File: src/rtl/ws2812_pkg.sv
// Shared types and helpers for the WS2812 chain driver: FSM states, colour width,
// time-to-cycle conversion and per-channel brightness scaling.
package ws2812_pkg;

    localparam int unsigned GRB_W = 24;

    typedef enum logic [2:0] {
        S_IDLE,
        S_LOAD,
        S_HIGH,
        S_LOW,
        S_LATCH
    } state_t;

    typedef enum logic [1:0] {
        PH_IDLE,
        PH_HIGH,
        PH_LOW
    } phase_t;

    // floor(clk_hz * t / units_per_s); units_per_s is 1e9 for ns, 1e6 for us.
    function automatic int unsigned time_to_cycles(input longint unsigned clk_hz,
                                                   input longint unsigned t,
                                                   input longint unsigned units_per_s);
        return 32'((clk_hz * t) / units_per_s);
    endfunction

    function automatic logic [7:0] scale_chan(input logic [7:0] c, input logic [7:0] b);
        logic [16:0] p;
        p = {9'd0, c} * ({9'd0, b} + 17'd1);
        return 8'(p >> 8);
    endfunction

    function automatic logic [GRB_W-1:0] scale_grb(input logic [GRB_W-1:0] w,
                                                   input logic [7:0] b);
        return {scale_chan(w[23:16], b), scale_chan(w[15:8], b), scale_chan(w[7:0], b)};
    endfunction

endpackage

File: src/rtl/ws2812_bit_encoder.sv
// Single-bit WS2812 waveform generator: a HIGH phase then a LOW phase whose lengths
// depend on the bit value. A new bit can be accepted on the last LOW cycle, so bits abut.
module ws2812_bit_encoder
    import ws2812_pkg::*;
#(
    parameter int unsigned H0 = 20,
    parameter int unsigned L0 = 42,
    parameter int unsigned H1 = 40,
    parameter int unsigned L1 = 22
) (
    input  logic clk,
    input  logic rst,
    input  logic valid,
    input  logic tx_bit,
    output logic line,
    output logic high_end,
    output logic pre_done,
    output logic bit_done
);

    localparam int unsigned HMAX = (H0 > H1) ? H0 : H1;
    localparam int unsigned LMAX = (L0 > L1) ? L0 : L1;
    localparam int unsigned TMAX = (HMAX > LMAX) ? HMAX : LMAX;
    localparam int unsigned CW   = (TMAX > 3) ? $clog2(TMAX + 1) : 2;

    phase_t          phase;
    logic [CW-1:0]   cnt;
    logic            sel;
    logic [CW-1:0]   h_len;
    logic [CW-1:0]   l_len;
    logic            accept;

    // NOTE: every variable assigned in always_comb gets a default first so no latch is inferred.
    always_comb begin
        h_len    = sel ? CW'(H1) : CW'(H0);
        l_len    = sel ? CW'(L1) : CW'(L0);
        high_end = (phase == PH_HIGH) && (cnt == h_len - 1'b1);
        bit_done = (phase == PH_LOW) && (cnt == l_len - 1'b1);
        // One cycle ahead of bit_done; LOW phases must therefore be at least 2 cycles.
        pre_done = (phase == PH_LOW) && (cnt == l_len - 2'd2);
        accept   = valid && ((phase == PH_IDLE) || bit_done);
    end

    // NOTE: sequential state uses non-blocking assignments so all registers update together.
    always_ff @(posedge clk or negedge rst) begin
        if (!rst) begin
            phase <= PH_IDLE;
            cnt   <= '0;
            sel   <= 1'b0;
            line  <= 1'b0;
        end else if (accept) begin
            phase <= PH_HIGH;
            cnt   <= '0;
            sel   <= tx_bit;
            line  <= 1'b1;
        end else begin
            unique case (phase)
                PH_HIGH: begin
                    if (high_end) begin
                        phase <= PH_LOW;
                        cnt   <= '0;
                        line  <= 1'b0;
                    end else begin
                        cnt <= cnt + 1'b1;
                    end
                end
                PH_LOW: begin
                    if (bit_done) begin
                        phase <= PH_IDLE;
                        cnt   <= '0;
                    end else begin
                        cnt <= cnt + 1'b1;
                    end
                end
                default: ;
            endcase
        end
    end

endmodule

File: src/rtl/ws2812_chain_driver.sv
// WS2812 chain driver: frame buffer, brightness scaling and LED/bit sequencing on top of
// the bit encoder, followed by the latch low period and a one-cycle done pulse.
module ws2812_chain_driver
    import ws2812_pkg::*;
#(
    parameter int unsigned CLK_FREQ_HZ = 50_000_000,
    parameter int unsigned NUM_LEDS    = 8,
    parameter int unsigned T0H_NS      = 400,
    parameter int unsigned T0L_NS      = 850,
    parameter int unsigned T1H_NS      = 800,
    parameter int unsigned T1L_NS      = 450,
    parameter int unsigned RESET_US    = 60,
    localparam int unsigned AW         = (NUM_LEDS > 1) ? $clog2(NUM_LEDS) : 1
) (
    input  logic              clk,
    input  logic              rst,
    input  logic              wr_en,
    input  logic [AW-1:0]     wr_addr,
    input  logic [GRB_W-1:0]  wr_data,
    input  logic [7:0]        brightness,
    input  logic              start,
    output logic              busy,
    output logic              done,
    output logic              data_out
);

    localparam longint unsigned NS_PER_S = 64'd1_000_000_000;
    localparam longint unsigned US_PER_S = 64'd1_000_000;

    localparam int unsigned N_T0H = time_to_cycles(64'(CLK_FREQ_HZ), 64'(T0H_NS), NS_PER_S);
    localparam int unsigned N_T0L = time_to_cycles(64'(CLK_FREQ_HZ), 64'(T0L_NS), NS_PER_S);
    localparam int unsigned N_T1H = time_to_cycles(64'(CLK_FREQ_HZ), 64'(T1H_NS), NS_PER_S);
    localparam int unsigned N_T1L = time_to_cycles(64'(CLK_FREQ_HZ), 64'(T1L_NS), NS_PER_S);
    localparam int unsigned N_RST = time_to_cycles(64'(CLK_FREQ_HZ), 64'(RESET_US), US_PER_S);
    localparam int unsigned RST_W = $clog2(N_RST + 1);

    localparam logic [4:0]       LAST_BIT = 5'(GRB_W - 1);
    localparam logic [AW-1:0]    LAST_LED = AW'(NUM_LEDS - 1);
    localparam logic [RST_W-1:0] LAT_LAST = RST_W'(N_RST - 1);

    logic [GRB_W-1:0] buf_mem [NUM_LEDS];

    state_t           state;
    logic [AW-1:0]    led_idx;
    logic [4:0]       bit_idx;
    logic [GRB_W-2:0] rest_bits;   // word in flight, MSB already handed to the encoder
    logic [RST_W-1:0] lat_cnt;
    logic [7:0]       bright_q;

    logic [GRB_W-1:0] load_word;
    logic             enc_valid;
    logic             enc_bit;
    logic             high_end;
    logic             pre_done;
    logic             bit_done;

    // NOTE: the frame buffer is reset explicitly; a blank chain after reset is part of the contract.
    always_ff @(posedge clk or negedge rst) begin
        if (!rst) begin
            for (int i = 0; i < NUM_LEDS; i++) begin
                buf_mem[i] <= '0;
            end
        end else if (wr_en && (32'(wr_addr) < NUM_LEDS)) begin
            buf_mem[wr_addr] <= wr_data;
        end
    end

    always_comb begin
        load_word = scale_grb(buf_mem[led_idx], bright_q);
        enc_valid = 1'b0;
        enc_bit   = rest_bits[GRB_W-2];
        if (state == S_LOAD) begin
            enc_valid = 1'b1;
            enc_bit   = load_word[GRB_W-1];
        end else if ((state == S_LOW) && bit_done && (bit_idx != LAST_BIT)) begin
            enc_valid = 1'b1;
        end
    end

    // Between LEDs, LOAD is entered one cycle early so it coincides with the encoder's
    // last LOW cycle and the next word starts with no gap.
    always_ff @(posedge clk or negedge rst) begin
        if (!rst) begin
            state     <= S_IDLE;
            led_idx   <= '0;
            bit_idx   <= '0;
            rest_bits <= '0;
            lat_cnt   <= '0;
            bright_q  <= 8'hFF;
            busy      <= 1'b0;
            done      <= 1'b0;
        end else begin
            done <= 1'b0;
            unique case (state)
                S_IDLE: begin
                    if (start) begin
                        bright_q <= brightness;
                        led_idx  <= '0;
                        busy     <= 1'b1;
                        state    <= S_LOAD;
                    end
                end
                S_LOAD: begin
                    rest_bits <= load_word[GRB_W-2:0];
                    bit_idx   <= '0;
                    state     <= S_HIGH;
                end
                S_HIGH: begin
                    if (high_end) begin
                        state <= S_LOW;
                    end
                end
                S_LOW: begin
                    if ((bit_idx == LAST_BIT) && (led_idx != LAST_LED) && pre_done) begin
                        led_idx <= led_idx + 1'b1;
                        state   <= S_LOAD;
                    end else if (bit_done) begin
                        if (bit_idx == LAST_BIT) begin
                            lat_cnt <= '0;
                            state   <= S_LATCH;
                        end else begin
                            rest_bits <= rest_bits << 1;
                            bit_idx   <= bit_idx + 1'b1;
                            state     <= S_HIGH;
                        end
                    end
                end
                S_LATCH: begin
                    if (lat_cnt == LAT_LAST) begin
                        done  <= 1'b1;
                        busy  <= 1'b0;
                        state <= S_IDLE;
                    end else begin
                        lat_cnt <= lat_cnt + 1'b1;
                    end
                end
                default: state <= S_IDLE;
            endcase
        end
    end

    ws2812_bit_encoder #(
        .H0 (N_T0H),
        .L0 (N_T0L),
        .H1 (N_T1H),
        .L1 (N_T1L)
    ) u_enc (
        .clk      (clk),
        .rst      (rst),
        .valid    (enc_valid),
        .tx_bit   (enc_bit),
        .line     (data_out),
        .high_end (high_end),
        .pre_done (pre_done),
        .bit_done (bit_done)
    );

endmodule

File: config.mk
export PLATFORM = sky130hd
export DESIGN_NAME = ws2812_chain_driver
export DESIGN_NICKNAME = d
export VERILOG_FILES = /design/src/rtl/ws2812_pkg.sv /design/src/rtl/ws2812_bit_encoder.sv /design/src/rtl/ws2812_chain_driver.sv
export SDC_FILE = /design/constraint.sdc
export NUM_CORES = 1
export LEC_CHECK = 0
export CELL_PAD_IN_SITES_DETAIL_PLACEMENT = 0
export CELL_PAD_IN_SITES_GLOBAL_PLACEMENT = 1
export CORE_ASPECT_RATIO = 1.75
export CORE_MARGIN = 4
export CORE_UTILIZATION = 40
export DETAILED_ROUTE_END_ITERATION = 16
export PLACE_DENSITY_LB_ADDON = 0.1
export SLEW_MARGIN = 10
export SYNTH_ARGS = -nofsm -noshare
export SYNTH_HDL_FRONTEND = slang
export SYNTH_HIERARCHICAL = 1
export SYNTH_SLANG_ARGS = --single-unit
File: constraint.sdc
create_clock -name clk -period 7.71 [get_ports clk]
set_input_delay 1.542 -clock clk [delete_from_list [all_inputs] [get_ports clk]]
set_output_delay 1.542 -clock clk [all_outputs]
set_load 0.01 [all_outputs]
==> results_dict.tcl <==
set metrics [dict create \
    status "completed" \
    async_flop_share 1.00 \
    htree_levels 1 \
    postSynthAreaPerCell_um2 11.3 \
    drv_cap 0 \
    vdd_drop_max_v 0.000148 \
    ant_nets 0 \
    fin_crit_sh 0.853 \
    cp_max_fo 31 \
    coreArea_um2 44300 \
    grt_pass1_vias 12900 \
    min_from "rest_bits[12]$_DFFE_PN0P_" \
    finalWirelength_um 43100 \
    setup_viol 0 \
    gp_congestion 0.779 \
    dpl_cell_area_um2 19200 \
    die_x_um 168 \
    nNetsFinal 1881 \
    grt_max_degree 166 \
    yosysWarnings 6 \
    end_kind "register" \
    fin_worst_skew_ns 0.0222 \
    r2r-start "led_idx[0]$_DFFE_PN0P_" \
    slew_violations 0 \
    ys_types 77 \
    p_per_area_nw_per_um2 236 \
    criticalPathCategory "reg -> reg" \
    vias 11800 \
    antenna_cells 0 \
    fill_cells 4149 \
    floorplan.initialDensity 0.405 \
    slew_headroom 0.283 \
    drc 0 \
    worst_pin_slew_ns 1.06 \
    grt-ovfl-total 0 \
    io-pin-count 42 \
    path_clk_slew_ns 0.06 \
    worstHoldPathCells 2 \
    period_needed_ns 6.58 \
    rsz0062_at_grt "false" \
    rows 102 \
    whs_ns 0.484 \
    clock-sinks 258 \
    p_seq_frac 0.357 \
    drtPass1Iterations 5 \
    pre_cts_ws_ns 1.10 \
    drive_gt1_frac 0.240 \
    pwr-share-clk 0.282 \
    rrSetupSlack_ns 1.13 \
    fin_util 0.453 \
    synthToLayoutAreaGrowth_pct 12.0 \
    antenna_found_initial 0 \
    ys_seq_area_frac 0.361 \
    clock_latency_ns 0.57 \
    combPwrFrac 0.361 \
    dieArea_um2 48400 \
    synth_edf_count 0 \
    post_cts_buffers 0 \
    holdPathEnd "rest_bits[12]$_DFFE_PN0P_" \
    hold_viol_final 0 \
    tns_ns 0 \
    numCtsBuffers 27 \
    p_int_uw 3170 \
    die_h_um 288 \
    syn-instance-count 1579 \
    wl_per_cell_um 19.5 \
    synth_area_um2 17900 \
    timing.fmax_ghz 0.152 \
    vias_per_cell 5.35 \
    numPortBuffers 41 \
    grt.total_usage 0.183 \
    worstPathArrival_ns 6.99 \
    grt_pass1_wl_um 70700 \
    synth_seq_cells 258 \
    required_ns 8.12 \
    dp_hpwl_um 30500 \
    synth_ff_type "dfrtp_1" \
    ctsRootBufferMaster "clkbuf_16" \
    leakagePower_uw 0.00930 \
    synthesis.nets 1842 \
    timing.final.ws_setup_ns 1.13 \
    r2r_end "rest_bits[7]$_DFFE_PN0P_" \
    drt_iter0_drc 609 \
    cts_tree "yes" \
    cts_resized 0 \
    power_switching_uw 1570 \
    fin_area_um2 20100 \
    ctsHoldBuffers 0 \
    startpoint_type "register" \
    cts_buffer_depth 3 \
    reg2reg_depth 19 \
    switching_share 0.332 \
    hold_path_class "reg -> reg" \
]
## sequential cells by signal, indices dropped and copies added (netlist names)
| name | flops |
|---|---|
| u_enc/phase | 2 |
| busy | 1 |
| u_enc/sel | 1 |
| buf_mem | 192 |
| state | 3 |
| u_enc/line | 1 |
| rest_bits | 23 |
| bright_q | 8 |
| bit_idx | 5 |
| led_idx | 3 |
| lat_cnt | 12 |
| done | 1 |
| u_enc/cnt | 6 |
## power groups by stage
stage / clock (uW) / sequential [uW] / combinational [uW]
after global placement: 0 / 1710 / 1720
final: 1340 / 1690 / 1710
after global routing: 1430 / 1720 / 1990
after floorplan: 0 / 1680 / 1320
after CTS: 1390 / 1690 / 1750
after detailed placement: 0 / 1720 / 1730
## worst max path at each step
stage                                 startpoint                        end  cells after the start
final                     led_idx[0]$_DFFE_PN0P_   rest_bits[7]$_DFFE_PN0P_                     19
after global routing      led_idx[0]$_DFFE_PN0P_  rest_bits[13]$_DFFE_PN0P_                     19
after CTS                 led_idx[0]$_DFFE_PN0P_   rest_bits[7]$_DFFE_PN0P_                     19
after detailed placement  led_idx[0]$_DFFE_PN0P_   rest_bits[7]$_DFFE_PN0P_                     19
after global placement    led_idx[0]$_DFFE_PN0P_   rest_bits[7]$_DFFE_PN0P_                     19
after floorplan           led_idx[0]$_DFFE_PN0P_      u_enc/sel$_DFFE_PN0P_                     21
## kinds of logic (layout without fill, tap and decap cells)
family,count (synthesis),in the layout,synth area share
muxes,269,269,0.201
AOI/OAI and AO/OA,142,142,0.0554
and+or+nand+nor,430,430,0.111
adders and majority gates,224,224,0.207
DFF,258,258,0.361
xor gates and xnor gates,35,35,0.0171
buffers and inverters,221,279,0.0478
## stage by stage
stage,total power [uW],instances
after detailed placement,3450,2161
after global placement,3430,2161
after global routing,5130,2209
after floorplan,3000,1579
after CTS,4830,2209
final,4740,2209
## layout make-up
| type | count | area (um^2) | area share |
|---|---|---|---|
| multi-input combinational | 1100 | 10700 | 0.532 |
| sequential | 258 | 6470 | 0.323 |
| clock buffer | 38 | 787 | 0.0392 |
| timing repair buffer | 80 | 746 | 0.0372 |
| tap | 572 | 716 | 0.0357 |
| inverter | 151 | 567 | 0.0283 |
| clock inverter | 10 | 110 | 0.00549 |
## placed cells by master, fill, tap and decap left out, drive strengths merged, types with 6 or more instances in the layout
master and instances:
nor2 219, mux2 193, o21ai 39, buf 40
o31ai 6, nor3 10, nor2b 8, a22oi 12
mux2i 28, a21o 7, xnor2 24, nand2 81
or2 22, nand4 7, dfstp 8, xor2 11
nor3b 6, clkdlybuf4s50 40, clkinv 6, mux4 48
clkbuf 38, nand2b 8, ha 104, and3 11
fa 120, nand3 24, a21oi 30, dfrtp 250
inv 152
## per-layer routing
metal / global-route usage / vias up / part of all wire
met4: 0.0467 / 0 / 0.023
met1: 0.220 / 6124 / 0.41
li1: - / 5464 / -
met5: 0 / - / 0
met3: 0.0187 / 54 / 0.028
met2: 0.347 / 170 / 0.54
## worst max-delay path, stage by stage, from the launching register on
cell	delay (ns)
dfrtp_4	0.68
buf_12	0.33
mux4_2	0.55
mux2i_1	0.67
or2_2	0.24
fa_1	0.44
fa_1	0.54
inv_1	0.05
fa_1	0.52
inv_1	0.05
fa_1	0.52
inv_1	0.04
ha_1	0.28
nand2_1	0.04
or3_1	0.35
nor4_2	0.44
nor3_4	0.11
o31a_1	0.31
xnor2_1	0.16
a32oi_1	0.07
## synthesized netlist by cell type (9+ instances only)
master    count  area (um^2)
ha_1        104         1300
dfrtp_1     250         6260
nor3_1        9         45.0
xor2_1       11         96.3
nand3_1      24          120
and3_1       11         68.8
nand2_1      81          304
a22oi_1      11         82.6
clkbuf_1     57          214
mux2i_1      22          220
nor2_1      219          822
o21ai_0      36          180
mux4_2       47         1060
or2_2        22          138
a21oi_1      30          150
inv_1       150          563
xnor2_1      24          210
fa_1        120         2400
mux2_2      193         2170
Note: power is estimated with default switching activity, not from simulation.
